[src/rtl/ccl_code_builder.sv]
// Canonical Huffman code builder for the ten 3-bit code-length symbols.
// Counts lengths, derives first codes with a Kraft check, then assigns codes.

module ccl_sym_slot (
  input  logic       clk,
  input  logic       rst_n,
  input  logic       load,
  input  logic [2:0] len_in,
  input  logic       wr,
  input  logic [6:0] code_in,
  output logic [2:0] len,
  output logic [6:0] code
);
  always_ff @(posedge clk or negedge rst_n) begin
    if (!rst_n) begin
      len  <= '0;
      code <= '0;
    end else if (load) begin
      len  <= len_in;
      code <= '0;
    end else if (wr) begin
      code <= code_in;
    end
  end
endmodule

module ccl_code_builder (
  input  logic        clk,
  input  logic        rst_n,
  input  logic        start,
  input  logic [29:0] CCL_sq,
  output logic        busy,
  output logic        done,
  output logic        err,
  input  logic [3:0]  rd_sym,
  output logic [2:0]  rd_len,
  output logic [6:0]  rd_code
);
  localparam int NUM_SYM = 10;

  typedef enum logic [2:0] {S_IDLE, S_COUNT, S_NEXT, S_ASSIGN, S_DONE} state_t;

  state_t state, nxt;
  logic [3:0]                 cnt;
  logic [NUM_SYM-1:0][2:0]    sym_len;
  logic [NUM_SYM-1:0][6:0]    sym_code;
  logic [7:0][3:0]            bl_count;   // entry 0 is never incremented
  logic [7:1][6:0]            next_code;
  logic [6:0]                 code_acc;
  logic [8:0]                 left;       // two's complement Kraft remainder
  logic                       accept;
  logic [2:0]                 cur_len, bidx, bm1;
  logic [6:0]                 sum7, code_step;
  logic [8:0]                 left_step;

  assign accept  = (state == S_IDLE) && start;
  assign cur_len = (cnt <= 4'd9) ? sym_len[cnt] : 3'd0;
  assign bidx    = cnt[2:0];
  assign bm1     = bidx - 3'd1;
  assign sum7      = code_acc + 7'(bl_count[bm1]);
  assign code_step = 7'({sum7, 1'b0});
  assign left_step = 9'({left, 1'b0}) - 9'(bl_count[bidx]);

  // state register
  always_ff @(posedge clk or negedge rst_n) begin
    if (!rst_n) state <= S_IDLE;
    else        state <= nxt;
  end

  // next-state logic
  always_comb begin
    nxt = state;
    case (state)
      S_IDLE:   if (start)        nxt = S_COUNT;
      S_COUNT:  if (cnt == 4'd9)  nxt = S_NEXT;
      S_NEXT:   if (cnt == 4'd7)  nxt = S_ASSIGN;
      S_ASSIGN: if (cnt == 4'd9)  nxt = S_DONE;
      S_DONE:                     nxt = S_IDLE;
      default:                    nxt = S_IDLE;
    endcase
  end

  // outputs
  always_comb begin
    busy = 1'b0;
    done = 1'b0;
    case (state)
      S_COUNT, S_NEXT, S_ASSIGN: busy = 1'b1;
      S_DONE:                    done = 1'b1;
      default: ;
    endcase
  end

  // datapath: length histogram, first-code recurrence, Kraft check, code counters
  always_ff @(posedge clk or negedge rst_n) begin
    if (!rst_n) begin
      cnt       <= '0;
      bl_count  <= '0;
      next_code <= '0;
      code_acc  <= '0;
      left      <= '0;
      err       <= 1'b0;
    end else begin
      case (state)
        S_IDLE: begin
          cnt <= '0;
          if (start) begin
            bl_count <= '0;
            err      <= 1'b0;
          end
        end
        S_COUNT: begin
          if (cur_len != 3'd0) bl_count[cur_len] <= bl_count[cur_len] + 4'd1;
          if (cnt == 4'd9) begin
            cnt      <= 4'd1;
            code_acc <= '0;
            left     <= 9'd1;
          end else begin
            cnt <= cnt + 4'd1;
          end
        end
        S_NEXT: begin
          code_acc        <= code_step;
          next_code[bidx] <= code_step;
          left            <= left_step;
          if (left_step[8]) err <= 1'b1;
          cnt <= (cnt == 4'd7) ? 4'd0 : cnt + 4'd1;
        end
        S_ASSIGN: begin
          if (cur_len != 3'd0) next_code[cur_len] <= next_code[cur_len] + 7'd1;
          cnt <= (cnt == 4'd9) ? 4'd0 : cnt + 4'd1;
        end
        default: cnt <= '0;
      endcase
    end
  end

  for (genvar i = 0; i < NUM_SYM; i++) begin : g_slot
    logic wr;
    assign wr = (state == S_ASSIGN) && (cnt == 4'(i)) && (sym_len[i] != 3'd0);
    ccl_sym_slot u_slot (
      .clk     (clk),
      .rst_n   (rst_n),
      .load    (accept),
      .len_in  (CCL_sq[3*i +: 3]),
      .wr      (wr),
      .code_in (next_code[sym_len[i]]),
      .len     (sym_len[i]),
      .code    (sym_code[i])
    );
  end

  assign rd_len  = (rd_sym <= 4'd9) ? sym_len[rd_sym]  : 3'd0;
  assign rd_code = (rd_sym <= 4'd9) ? sym_code[rd_sym] : 7'd0;
endmodule

[config.mk]
export PLATFORM = sky130hd
export DESIGN_NAME = ccl_code_builder
export DESIGN_NICKNAME = d
export VERILOG_FILES = /design/src/rtl/ccl_code_builder.sv
export SDC_FILE = /design/constraint.sdc
export NUM_CORES = 1
export LEC_CHECK = 0
export ABC_AREA = 1
export ABC_CLOCK_PERIOD_IN_PS = 4100
export BUFFER_PORTS_ARGS = -buffer_cell sky130_fd_sc_hd__buf_2
export CELL_PAD_IN_SITES_DETAIL_PLACEMENT = 1
export CELL_PAD_IN_SITES_GLOBAL_PLACEMENT = 2
export CORE_MARGIN = 2
export CORE_UTILIZATION = 33
export CTS_CLUSTER_DIAMETER = 40
export CTS_CLUSTER_SIZE = 10
export DETAILED_ROUTE_END_ITERATION = 10
export GPL_TIMING_DRIVEN = 0
export HOLD_SLACK_MARGIN = 0.12
export PLACE_DENSITY_LB_ADDON = 0.1
export SKIP_LAST_GASP = 1
export SYNTH_ARGS = -nofsm -noshare
export SYNTH_HDL_FRONTEND = slang
export SYNTH_SLANG_ARGS = --single-unit
[constraint.sdc]
create_clock -name clk -period 4.1 [get_ports clk]
set_input_delay 0.615 -clock clk [delete_from_list [all_inputs] [get_ports clk]]
set_output_delay 0.615 -clock clk [all_outputs]
set_load 0.005 [all_outputs]
======== Yosys cells after proc, flatten, opt, wreduce, memory -nomap -nowiden ========
Cells that the tools add are included.
word-level totals
  bits in latches ......................... 0
  output and inout port bits .............. 13
  logic and storage cells ................. 230
  ROM bits ................................ 0
  register bits after elaboration ......... 203
  memories kept ........................... 0
  memory bits (writable) .................. 0
cells by class
  $mul .................................... 0
  shifts and indexed selects .............. 0
  reductions and logical operators ........ 56
  bitwise operators ....................... 0
  div/mod/pow operators ................... 0
  add/sub/neg operators ................... 6
  equality and inequality tests ........... 20
  mux-type cells .......................... 89
  order comparisons ....................... 19
operator list
  operator                                                    number
  two-way mux 7 bit                                           35
  binary-select mux 7 bit (select 3 bit)                      11
  bitwise mux 49 bit                                          2
  case mux 49 bit (2 select lines)                            1
  two-way mux 32 bit                                          2
  case mux 32 bit (2 select lines)                            1
  less-than comparator 3 x 4 -> 1 bit, second input constant  13
  two-way mux 49 bit                                          1
  demux 7 bit (select 3 bit)                                  2
  binary-select mux 4 bit (select 3 bit)                      3
  nonzero test 3 bit                                          11
  bitwise mux 32 bit                                          1
  binary-select mux 7 bit (select 4 bit)                      1
  two-way mux 4 bit                                           7
  nonzero test 2 bit                                          14
  binary-select mux 3 bit (select 4 bit)                      2
  two-way mux 3 bit                                           8
  logical AND 1 bit                                           23
  equality test 4 x 3 -> 1 bit, second input constant         4
  case mux 8 bit (2 select lines)                             1
  demux 4 bit (select 3 bit)                                  1
  inequality test 2 bit, second input constant                6
  case mux 3 bit (4 select lines)                             1
  case mux 4 bit (3 select lines)                             1
  other kinds (26)                                            38

======== Depth between registers and ports, before layout ========
  word-level depth ........................ 10
  gate-level depth with buffers ........... 24
  mapped depth without buffers ............ 19

======== Modules after synthesis ========
A second synthesis with hierarchy kept.
unflattened totals
  cell total of the unflattened synthesis .. 2,300
  area, all modules ....................... 15,478.6 um^2
modules (own cells, without submodules)
  module            cells each  times used  area an instance (um^2)
  ccl_code_builder  1,870       1           11,537.3
  ccl_sym_slot      43          10          394.1

======== Worst setup path before layout ========
No wires, ideal clock.
  path type ............................... register to register
  from .................................... register cnt[0]
  to ...................................... register next_code[27] in the netlist's numbering
  period minus slack after synthesis ...... 3,859 ps
  path buffers ............................ 5
  data arrival time ....................... 3,737 ps
  stages on the path, launching flop included .. 20
  setup time .............................. 122 ps
  slack ................................... 241 ps
  required time ........................... 3,978 ps
  path through ............................ dfrtp_1 buf_4 inv_4 buf_6 clkbuf_1 clkbuf_1 ha_1 clkbuf_1 clkinv_1 a21oi_1 o21ai_0 a31oi_1 ha_1 inv_1 fa_1 o22ai_1 xor2_1 nor2_1 nor2_1 a21oi_1
on the way
  longest elaborated chain between the ends .. 10
  elaborated cells between the ends (all ways) .. 28
  classes of those cells .................. add/sub (3); order compare (5); eq/ne (1); mux (15); reduce/logical (4)
ends and longest elaborated chain
  element                                                                        RTL line  source
  start, declared                                                                44        logic [3:0] cnt;
  start signal, assigned                                                         119       cnt <= cnt + 4'd1;
  start signal, assigned                                                         127       cnt <= (cnt == 4'd7) ? 4'd0 : cnt + 4'd1;
  start signal, assigned                                                         131       cnt <= (cnt == 4'd9) ? 4'd0 : cnt + 4'd1;
  parallel branches: the longest is 10 deep, another holds adder 7 x 1 -> 7 bit  -
  end signal, assigned by index                                                  124       next_code[bidx] <= code_step;
  end signal, assigned by index                                                  130       if (cur_len != 3'd0) next_code[cur_len] <= next_code[cur_len] + 7'd1;
  end, declared                                                                  48        logic [7:1][6:0] next_code;
Several ways; the timed one is not identified. The select of a mux whose other input is x is not followed.
A chain may end at the register's enable or synchronous reset.

======== Final worst setup path ========
  from .................................... register state[2]
  to ...................................... register g_slot[5].u_slot.code[5]
on the way
  longest elaborated chain between the ends .. 4
  elaborated cells between the ends (all ways) .. 7
  classes of those cells .................. eq/ne (1); mux (1); reduce/logical (5)
ends and longest elaborated chain
  element                              RTL line  source
  start, declared                      43        state_t state, nxt;
  start signal, assigned               67        else state <= nxt;
  equality test 3 x 2 -> 1 bit         140       assign wr = (state == S_ASSIGN) && (cnt == 4'(i)) && (sym_len[i] != 3'd0);
  logical AND 1 bit (2 in series)      140
  nonzero test 2 bit (no source line)  -
  end signal, assigned                 22        code <= code_in;
  end, declared                        12        output logic [6:0] code
Parallel ways exist; a longest one is shown, timed or not.

==> results.json <==
{
  "outcome": "finished with violations",
  "failed_checks": "negative setup slack",
  "finalSetupTns_ps": -591,
  "die-area_um2": 47500,
  "area_growth_pct": 20.4,
  "rsz0062_at_grt": "yes",
  "synth_largest_area_cell": "dfrtp_1",
  "gp_congestion": 0.995,
  "clk_pin_slew_worst_paths_ps": 50,
  "grtUsageMet3_pct": 6.93,
  "antenna_found_initial": 4,
  "critPathRequiredTime_ps": 4540,
  "routedWlPerCell_um": 31.3,
  "busiest_layer": "met2",
  "drt_first_pass_iters": 5,
  "gr-total-overflow": 0,
  "max_slew_margin_pct": 4.79,
  "final_cells": 2959,
  "num-nets-final": 2367,
  "start_util_pct": 33.3,
  "start_kind": "flop",
  "synth_seq_area_share_pct": 33.5,
  "place_ws_ps": -1670,
  "grt_pass1_wl_mm": 132,
  "cts-root-buf": "clkbuf_16",
  "clock_latency_ps": 610,
  "core_um2": 45300,
  "worst_slew_pin_slew_ps": 1430,
  "crit_type": "flop to flop",
  "yosysWarnings": 0,
  "drive_gt1_share_pct": 11.6,
  "row_count": 78,
  "route.vias.total": 18283,
  "hold_path_class": "input pin to flop",
  "yosys-top-cells-area": "dfrtp_1 (33%), o21ai_0 (12%), nand2_1 (9.2%)",
  "fill_cells": 5779,
  "pin_count": 50,
  "fin_crit_sh_pct": 102,
  "syn_avg_cell_area_um2": 6.83,
  "cts_buffer_depth": 3,
  "htreeDepth": 2,
  "dp.cells": 2859,
  "synth_cells": 2208,
  "ys_ff_latch": 202,
  "fmax_mhz": 238,
  "synth_area_um2": 15100,
  "syn_nets": 2260,
  "slew_violations": 0,
  "cts_tree": "done",
  "use_met2_pct": 60.4,
  "max_cap_violations": 0,
  "route.detailed.drc": 0,
  "setup_viol": 9,
  "port_buffers": 49,
  "finClkSkew_ps": 29.2,
  "die_w_um": 218,
  "first_iter_violations": 2199,
  "grt_max_degree": 102,
  "synth-main-ff-cell": "dfrtp_1",
  "async_reset_ff_share_pct": 100,
  "ys_types": 53,
  "synth_top_area_share_pct": 33.5,
  "min_period_ps": 4200,
  "grt_pass1_vias": 18335,
  "synth_edf_count": 0,
  "cts-buffers-inserted": 52,
  "final_hold_viol_count": 0,
  "use_met1_pct": 48.9,
  "cts.sinks": 202,
  "cp_max_fo": 10,
  "antenna_left": 0,
  "routed_via_density": 6.18,
  "arrival_ps": 4630,
  "drt-total-wl_mm": 92.8,
  "fp.dieH_um": 218,
  "grt_use_total_pct": 39.0,
  "setup_ws_ps": -95.6,
  "end_kind": "flop",
  "dpl.hpwl_mm": 66.0
}
==> placed cells by master, fill, tap and decap left out, types with 8 or more instances in the layout <==
cell type / netlist / routed
a211oi_1: 12 / 12
a21oi_1: 247 / 247
a221oi_1: 31 / 30
a22oi_1: 10 / 10
a32o_1: 25 / 25
buf_2: 13 / 60
buf_4: 5 / 8
clkbuf_1: 99 / 100
clkbuf_16: 0 / 52
clkinv_1: 11 / 10
clkinv_2: 0 / 11
dfrtp_1: 202 / 202
ha_1: 13 / 11
inv_1: 207 / 206
inv_2: 30 / 31
inv_6: 0 / 8
nand2_1: 371 / 371
nand2_2: 14 / 14
nand3_1: 141 / 140
nor2_1: 183 / 181
nor2_2: 11 / 12
nor2_4: 10 / 11
o2111ai_1: 28 / 27
o211ai_1: 13 / 13
o21ai_0: 348 / 347
o21ai_1: 13 / 13
o221ai_1: 15 / 15
o22ai_1: 43 / 42
o31ai_1: 17 / 17
o32ai_1: 27 / 27
==> critical path, cell delays in order, from the launching register on <==
cell and delay (ps):
dfrtp_1 400, inv_2 100, nand2_1 70, nor2_1 740, inv_2 460, clkbuf_1 500, nor2_1 760, o311ai_2 480
nand2_1 360, o32ai_1 130
==> routing by layer <==
| metal | vias to the layer above | wire, um |
|---|---|---|
| met2 | 925 | 40800 |
| met5 | - | 10 |
| met1 | 9098 | 37600 |
| met4 | 2 | 7390 |
| li1 | 7977 | - |
| met3 | 281 | 6990 |
==> Yosys cell counts (14+ instances only) <==
library cell,number
nor2_1,183
o21ai_0,348
nand2_1,371
nand2_2,14
o31ai_1,17
a32o_1,25
o32ai_1,27
inv_2,30
clkbuf_1,99
a21oi_1,247
inv_1,207
a221oi_1,31
o22ai_1,43
o221ai_1,15
dfrtp_1,202
nand3_1,141
o2111ai_1,28
==> final timing paths <==
check	from	endpoint	slack, ps	cells past startpoint
worst max-delay path	state[2]	g_slot[5].u_slot.code[5]	-100	9
worst min-delay path	CCL_sq[23]	g_slot[7].u_slot.len[2]	220	3
worst max register to register	state[2]	g_slot[5].u_slot.code[5]	-100	9
worst min register to register	bl_count[3]	bl_count[3]	480	2
max in group asynchronous	rst_n	bl_count[22]	2690	3
min in group asynchronous	rst_n	g_slot[9].u_slot.len[2]	480	2
==> sequential cells by signal, indices dropped and copies added, names as in the netlist <==
signal and cells:
g_slot.u_slot.code 70, next_code 49, bl_count 32, g_slot.u_slot.len 30
left 8, code_acc 5, cnt 4, state 3
err 1
==> cell families (layout without fill, tap and decap cells) <==
family,after synthesis,count (layout),share of synthesized area [%]
fa+ha+maj,15,15,1.34
buf+inv,380,530,9.97
flops,202,202,33.5
compound gates,852,852,33.3
other cells,0,1,0
xor+xnor,6,6,0.448
simple gates,753,753,21.4
==> through the flow <==
step                      instance area [um^2]  hold WS [ps]  utilization, %
after global routing                     18200           230            40.1
after floorplan                          15100           319               -
after global placement                   16100           454            35.5
after CTS                                18000           198            39.8
final                                    18200           216            40.1
after detailed placement                 16200           461            35.7
==> what timing repair did <==
action | in CTS | in global routing
setup buffers | 2 | 1
pin swaps | 1 | 1
hold buffers | 1 | 0
endpoints found under the setup margin | 83 | 45
hold endpoints to repair | 33 | 0
gates resized for setup | 16 | 17
==> cell type report <==
type                    count  area [um^2]  share of cell area [%]
clock buffers              62         1380                    7.59
clock inverters            35          433                    2.38
flip-flops and latches    202         5050                    27.8
inverters                 249          938                    5.17
multi-input cells        1626         8680                    47.8
diodes                      1         2.50                  0.0138
repair buffers             55          355                    1.96
well taps                 600          751                    4.13
plain buffers             129          572                    3.15
Power is left out: the tool's default activity adds up to more than one toggle a clock period on the data nets, which glitch-free logic cannot reach.
